$ cat src/rtl/adc_spi_arbiter.sv
// rtl/adc_spi_arbiter.sv - round-robin arbiter sharing one ADC SPI master between requesters
//
// Ports:
//   clk, rst          system clock, synchronous active-high reset
//   req_valid/data    per-requester command requests (requester i owns req_data[i*CMD_W +: CMD_W])
//   req_ready         one-hot single-cycle command-accept strobe
//   rsp_valid         one-hot single-cycle response strobe to the issuing requester
//   rsp_data          response frame (0 on timeout), held until the next response
//   rsp_timeout       set with rsp_valid when the transaction timed out
//   spi_wr, spi_din   write strobe and 16-bit frame to the SPI master
//   spi_ready         SPI master idle
//   spi_dout_valid    SPI master frame-complete strobe, spi_dout the received frame
//   busy              arbiter not idle
//   grant_id          current/last granted requester
//   timeout_cnt       saturating count of timed-out transactions
module adc_spi_arbiter #(
  parameter int NREQ    = 3,
  parameter int CMD_W   = 24,
  parameter int TIMEOUT = 4000
) (
  input  logic                  clk,
  input  logic                  rst,
  input  logic [NREQ-1:0]       req_valid,
  input  logic [NREQ*CMD_W-1:0] req_data,
  output logic [NREQ-1:0]       req_ready,
  output logic [NREQ-1:0]       rsp_valid,
  output logic [15:0]           rsp_data,
  output logic                  rsp_timeout,
  output logic                  spi_wr,
  output logic [15:0]           spi_din,
  input  logic                  spi_ready,
  input  logic                  spi_dout_valid,
  input  logic [15:0]           spi_dout,
  output logic                  busy,
  output logic [1:0]            grant_id,
  output logic [7:0]            timeout_cnt
);

  typedef enum logic [1:0] {IDLE, ISSUE, WAIT, DONE} state_t;

  localparam int              CNT_W    = $clog2(TIMEOUT);
  localparam logic [CNT_W-1:0] CNT_LAST = CNT_W'(TIMEOUT - 1);
  localparam logic [1:0]       LAST_ID  = 2'(NREQ - 1);

  state_t             state_q, state_d;
  logic [CMD_W-1:0]   cmd_q;
  logic [1:0]         ptr_q;
  logic [CNT_W-1:0]   wait_cnt;
  logic               gnt_found;
  logic [1:0]         gnt_idx;
  logic [1:0]         cand;
  logic [CMD_W-1:0]   req_arr [NREQ];

  for (genvar i = 0; i < NREQ; i++) begin : g_unpack
    assign req_arr[i] = req_data[i*CMD_W +: CMD_W];
  end

  // Only the upper 16 bits of a command go on the wire; the low byte is
  // carried in the command register but has no consumer here.
  logic unused_cmd_bits;
  assign unused_cmd_bits = ^cmd_q[CMD_W-17:0];

  assign spi_din = cmd_q[CMD_W-1 -: 16];

  // Round-robin search: walk NREQ candidates starting at the pointer,
  // wrapping at the last requester, and take the first one requesting.
  always_comb begin
    gnt_found = 1'b0;
    gnt_idx   = 2'd0;
    cand      = ptr_q;
    for (int k = 0; k < NREQ; k++) begin
      if (!gnt_found && req_valid[cand]) begin
        gnt_found = 1'b1;
        gnt_idx   = cand;
      end
      cand = (cand == LAST_ID) ? 2'd0 : cand + 2'd1;
    end
  end

  always_ff @(posedge clk) begin
    if (rst) state_q <= IDLE;
    else     state_q <= state_d;
  end

  always_comb begin
    state_d   = state_q;
    req_ready = '0;
    rsp_valid = '0;
    spi_wr    = 1'b0;
    busy      = (state_q != IDLE);
    case (state_q)
      IDLE: begin
        if (gnt_found) begin
          req_ready = NREQ'(1) << gnt_idx;
          state_d   = ISSUE;
        end
      end
      ISSUE: begin
        spi_wr = spi_ready;
        if (spi_ready) state_d = WAIT;
      end
      WAIT: begin
        // Returned data takes precedence over a simultaneous timeout.
        if (spi_dout_valid || wait_cnt == CNT_LAST) state_d = DONE;
      end
      DONE: begin
        rsp_valid = NREQ'(1) << grant_id;
        state_d   = IDLE;
      end
      default: state_d = IDLE;
    endcase
  end

  always_ff @(posedge clk) begin
    if (rst) begin
      cmd_q       <= '0;
      ptr_q       <= 2'd0;
      grant_id    <= 2'd0;
      wait_cnt    <= '0;
      rsp_data    <= 16'h0000;
      rsp_timeout <= 1'b0;
      timeout_cnt <= 8'd0;
    end else begin
      case (state_q)
        IDLE: begin
          if (gnt_found) begin
            cmd_q    <= req_arr[gnt_idx];
            grant_id <= gnt_idx;
            ptr_q    <= (gnt_idx == LAST_ID) ? 2'd0 : gnt_idx + 2'd1;
          end
        end
        ISSUE: begin
          if (spi_ready) wait_cnt <= '0;
        end
        WAIT: begin
          wait_cnt <= wait_cnt + CNT_W'(1);
          if (spi_dout_valid) begin
            rsp_data    <= spi_dout;
            rsp_timeout <= 1'b0;
          end else if (wait_cnt == CNT_LAST) begin
            rsp_data    <= 16'h0000;
            rsp_timeout <= 1'b1;
            if (timeout_cnt != 8'hFF) timeout_cnt <= timeout_cnt + 8'd1;
          end
        end
        default: ;
      endcase
    end
  end

endmodule

$ cat config.mk
export PLATFORM = sky130hd
export DESIGN_NAME = adc_spi_arbiter
export DESIGN_NICKNAME = d
export VERILOG_FILES = /design/src/rtl/adc_spi_arbiter.sv
export SDC_FILE = /design/constraint.sdc
export NUM_CORES = 1
export LEC_CHECK = 0
export BUFFER_PORTS_ARGS = -buffer_cell sky130_fd_sc_hd__buf_2
export CAP_MARGIN = 15
export CORE_AREA = 3 3 84 86
export DETAILED_ROUTE_END_ITERATION = 12
export DIE_AREA = 0 0 87 89
export PLACE_DENSITY = 0.82
export SLEW_MARGIN = 20
export SYNTH_ARGS = -nofsm -noshare
export SYNTH_HDL_FRONTEND = slang
export SYNTH_SLANG_ARGS = --single-unit
$ cat constraint.sdc
create_clock -name clk -period 2.25 [get_ports clk]
set_input_delay 0.3375 -clock clk [delete_from_list [all_inputs] [get_ports clk]]
set_output_delay 0.3375 -clock clk [all_outputs]
set_load 0.05 [all_outputs]
# --- Word level (Yosys, flattened, before mapping) ---
# Index checks and enable logic that the tools add are counted.
totals:
  regBits: 67
  inputBits: 95
  out_inout_bits: 51
  elab_cells: 78
classes:
  n_addsub: 5
  n_lt_le_gt_ge: 4
  eq_ne: 11
  n_shift: 2
  muxes: 32
  bitwise_logic: 2
  n_reduce_logical: 14
op_table:
  columns: ["operator", "count"]
  rows:
  - ["binary-select mux 24 bit (select 2 bit)", 1]
  - ["2-to-1 mux 24 bit", 2]
  - ["2-to-1 mux 16 bit", 2]
  - ["case mux 12 bit (2 select lines)", 1]
  - ["2-to-1 mux 2 bit", 9]
  - ["adder 12 x 1 -> 12 bit (second input constant)", 1]
  - ["equality test 12 bit (second input constant)", 1]
  - ["2-to-1 mux 12 bit", 1]
  - ["equality test 2 bit (second input constant)", 5]
  - ["< comparator 2 x 3 -> 1 bit (second input constant)", 3]
  - ["2-to-1 mux 1 bit", 9]
  - ["2-to-1 mux 3 bit", 3]
  - ["adder 8 x 1 -> 8 bit (second input constant)", 1]
  - ["!= test 8 bit (second input constant)", 1]
  - ["case mux 2 bit (4 select lines)", 1]
  - ["adder 2 x 1 -> 2 bit (second input constant)", 3]
  - ["binary-select mux 1 bit (select 2 bit)", 3]
  - ["!= test 2 bit (second input constant)", 3]
  - ["AND reduction 2 bit", 3]
  - ["nonzero test 2 bit", 3]
  - ["<< shifter 1 x 2 -> 3 bit (first input constant)", 2]
  - ["AND reduction 4 bit", 1]
  - [">= comparator 3 bit (second input constant)", 1]
  - ["inverter 2 -> 3 bit", 1]
  - ["7 further kinds", 9]

# --- Longest topological paths before layout ---
logic_depth:
  word_depth: 13
  mapped_depth: 7
  depth_no_buf: 6

# --- Worst setup path before layout ---
# No wires, ideal clock.
synth_path:
  path_kind: "register to output"
  startpoint: "register state_q[0]"
  endpoint: "output req_ready[0]"
  t_arrival_ps: 1818
  required_ps: 1913
  slack_ps: 95
  path_stages_with_launch: 8
  path_buffers: 2
  cell_sequence: "dfxtp_1 > inv_1 > ha_1 > o31a_1 > clkbuf_1 > clkbuf_1 > o221ai_1 > inv_1"
synth_via:
  elab_chain_cells: 2
synth_lines:
  columns: ["item", "line_no", "rtl"]
  rows:
  - ["from (decl)", "45", "state_t state_q, state_d;"]
  - ["from (signal assigned)", "82", "else state_q <= state_d;"]
  - ["logical NOT 2 bit", "91", "case (state_q)"]
  - ["2-to-1 mux 3 bit", "91", null]
  - ["to (decl)", "25", "output logic [NREQ-1:0] req_ready,"]
# Every way passes these cells.

# --- Worst setup path in the final report ---
layout_path:
  startpoint: "register wait_cnt[0]"
  endpoint: "register timeout_cnt[5]"
layout_via:
  elab_chain_cells: 2
layout_lines:
  columns: ["item", "line_no", "rtl"]
  rows:
  - ["from (decl)", "48", "logic [CNT_W-1:0] wait_cnt;"]
  - ["from (signal assigned)", "136", "wait_cnt <= wait_cnt + CNT_W'(1);"]
  - ["equality test 12 bit", "140", "end else if (wait_cnt == CNT_LAST) begin"]
  - ["AND reduction 4 bit (no source line)", null, null]
  - ["to (signal assigned)", "143", "if (timeout_cnt != 8'hFF) timeout_cnt <= timeout_cnt + 8'd1;"]
  - ["to (decl)", "36", "output logic [7:0] timeout_cnt"]
# Every way passes these cells.
# A chain may end at the register's enable or synchronous reset.

==> metrics.yaml <==
pwr:
  p_leak_nw: 1.66
  combPwrFrac_pct: 45.8
  vdd_drop_max_mv: 0.769
  internal_power_mw: 2.35
  pwr-share-clk_pct: 22.5
  seq_power_share_pct: 31.7
  p_switching_mw: 1.94
  p_per_area_nw_per_um2: 1120
  swShare_pct: 45.2
floorplanning:
  pin_count: 146
  die_h_um: 89
  rows: 29
  start_util_pct: 45.8
  core_um2: 6350
  dieArea_um2: 7740
  die_width_um: 87
cells_and_area:
  layout_common_cells: "121 x buf_2, 59 x dfxtp_1, 30 x nor2_1"
  nets: 548
  fillCellCount: 556
  finalNonFillerCells: 529
  final_common_cell: "buf_2"
  area_growth_pct: 31.4
  drive_gt1_share_pct: 35.8
  antenna_cells: 0
clock_network:
  cts-root-buf: "clkbuf_8"
  holdBufCountCts: 0
  cts_buffers: 9
  cts_tree: "done"
  cts.clk_slew.worst_paths_ns: 0.07
  ctsLongestPathBuffers: 2
  htree_levels: 3
  clock_sinks: 59
  clk_latency_ns: 0.34
synthesis:
  syn_inst: 328
  netlist_area_um2: 2910
  yosysWarnings: 0
  synthSimpleGateAreaFrac_pct: 19.1
  synthesis.nets: 429
  avgSynthCellArea_um2: 8.87
  ys_ff_latch: 59
  yosys.area_share.adder_pct: 2.58
  synth_top_family_by_area: "compound AO/OA/AOI/OAI gates"
  synth_cell_types: 48
  synth_edf_count: 0
  synth_compound_area_share_pct: 27.8
  seq_area_frac_synth_pct: 40.6
  synthArstFlopShare_pct: 0
  synthFlopType: "dfxtp_1"
  synth_xor_area_share_pct: 2.41
  synth.mux.area_fraction_pct: 1.85
global_routing:
  globalRouteTotalUtil_pct: 21.7
  grt_pass1_wl_um: 13300
  grt_max_degree: 39
  grt_overflow: 0
  grt_pass1_vias: 2952
  antenna_found_initial: 0
worst_setup_path:
  worstSetupPathType: "register to register"
  reg2reg_from: "wait_cnt[0]$_SDFFE_PP0P_"
  cp.arrival_ns: 2.33
  cp-start-kind: "register"
  worstPathMaxFanout: 13
  startpoint: "wait_cnt[0]$_SDFFE_PP0P_"
  required_ns: 2.47
  crit_path_end_kind: "register"
placed_design:
  io_buffer_count: 121
  dp.cells: 513
  gp_congestion: 0.879
  dp_hpwl_um: 6140
drt:
  dr.pass1.iters: 4
  ant_nets: 0
  drc: 0
  wl_per_cell_um: 16.3
  routed_wl_um: 8620
  vias_per_cell: 5.96
  route.vias.total: 3153
  drt_iter0_markers: 149
sta:
  tightest_slew_ns: 0.910
  setup_tns_ns: 0
  finalClockSkew_ns: 0.00730
  setup_viol: 0
  rsz0062_at_grt: "no"
  period_needed_ns: 2.11
  hold_viol: 0
  slew_viol_final: 0
  fmax_ghz: 0.474
  relSlewSlack_pct: 39.0
  finalCritPeriodShare_pct: 93.7
worst_hold_path:
  holdCritPathClass: "input pin to register"
  min_from: "spi_dout[8]"
run:
  cap_violations: 0
run_status:
  status: "finished, final reports clean"
-- sequential cells by signal, indices dropped and copies added, names as in the netlist --
| name | count |
|---|---|
| timeout_cnt | 8 |
| cmd_q | 16 |
| wait_cnt | 12 |
| grant_id | 2 |
| rsp_data | 16 |
| state_q | 2 |
| ptr_q | 2 |
| rsp_timeout | 1 |
-- synthesized netlist by cell type (all sizes together), types with 2 or more instances --
cell	n	area (µm²)
or4	4	33.8
o31ai	4	30.0
o21a	2	15.0
a22o	16	140
nor3	5	25.0
nor2b	7	43.8
nand4	4	31.3
nand2	14	52.6
nor2	30	113
xnor2	8	70.1
nand3	23	115
ha	6	75.1
inv	12	45.0
a21o	2	15.0
dfxtp	59	1180
nor4	8	56.3
nor3b	3	22.5
buf	6	32.5
nand2b	3	18.8
a311oi	16	140
o21ai	6	30.0
a21oi	15	78.8
mux2i	2	20.0
mux2	3	33.8
or3	2	12.5
o221ai	17	149
clkbuf	23	86.3
a41oi	16	140
-- cells by family after synthesis --
logic type / after synthesis
simple gates: 107
compound gates: 102
flops: 59
buf+inv: 41
xor+xnor: 8
fa+ha+maj: 6
mux: 5
-- worst max-delay path, cell delays in order (launching register included) --
cell	delay [ns]
dfxtp_1	0.38
ha_1	0.21
nand2_1	0.09
or4_4	0.58
nor4_1	0.38
mux2_1	0.36
-- routing by layer --
layer,up-vias,GRT usage (%),part of all wire [%]
li1,1508,-,-
met1,1488,26.5,42
met2,149,34.9,48
met3,8,5.16,8.9
met4,0,12.3,1.1
met5,-,0,0
-- power groups by stage --
stage                     sequential [mW]  combinational [mW]  clock, mW
after global placement               1.37                1.91          0
after floorplan                      1.94               0.868          0
after global routing                 1.38                2.10       1.03
after CTS                            1.36                1.96      0.978
after detailed placement             1.38                1.95          0
final                                1.36                1.97      0.963
-- path summary, 6_finish.rpt --
check	cells after the start	slack, ns	endpoint
worst max-delay path	5	0.14	timeout_cnt[5]$_SDFFE_PP0P_
worst min-delay path	2	0.21	rsp_data[8]$_SDFFE_PP0P_
worst max register to register	5	0.14	timeout_cnt[5]$_SDFFE_PP0P_
worst min register to register	1	0.47	rsp_data[11]$_SDFFE_PP0P_
-- stage by stage --
| stage | setup WS, ns | hold WS [ns] | utilization, % | total power [mW] | cell area [µm²] |
|---|---|---|---|---|---|
| floorplan | 0.0949 | 0.438 | - | 2.81 | 2910 |
| global placement | 0.211 | 0.451 | 57.1 | 3.28 | 3620 |
| detailed placement | 0.119 | 0.454 | 57.1 | 3.33 | 3620 |
| CTS | 0.0848 | 0.199 | 60.1 | 4.29 | 3820 |
| global route | 0.0411 | 0.198 | 60.2 | 4.52 | 3820 |
| finish | 0.142 | 0.212 | 60.2 | 4.29 | 3820 |
-- timing repair --
action | CTS | global route
hold endpoints to repair | 0 | 0
buffers inserted | 0 | 0
gates resized for setup | 0 | 1
setup endpoints to repair | 0 | 1
-- final cells by class --
| type | instances | area (µm²) | area share, % |
|---|---|---|---|
| clock buffers | 11 | 141 | 3.70 |
| clock inverters | 5 | 52.6 | 1.37 |
| inverters | 12 | 45.0 | 1.18 |
| multi-input cells | 228 | 1580 | 41.4 |
| flip-flops and latches | 59 | 1180 | 30.9 |
| well taps | 77 | 96.3 | 2.52 |
| repair buffers | 137 | 726 | 19.0 |
Note: power is estimated with default switching activity, not from simulation.
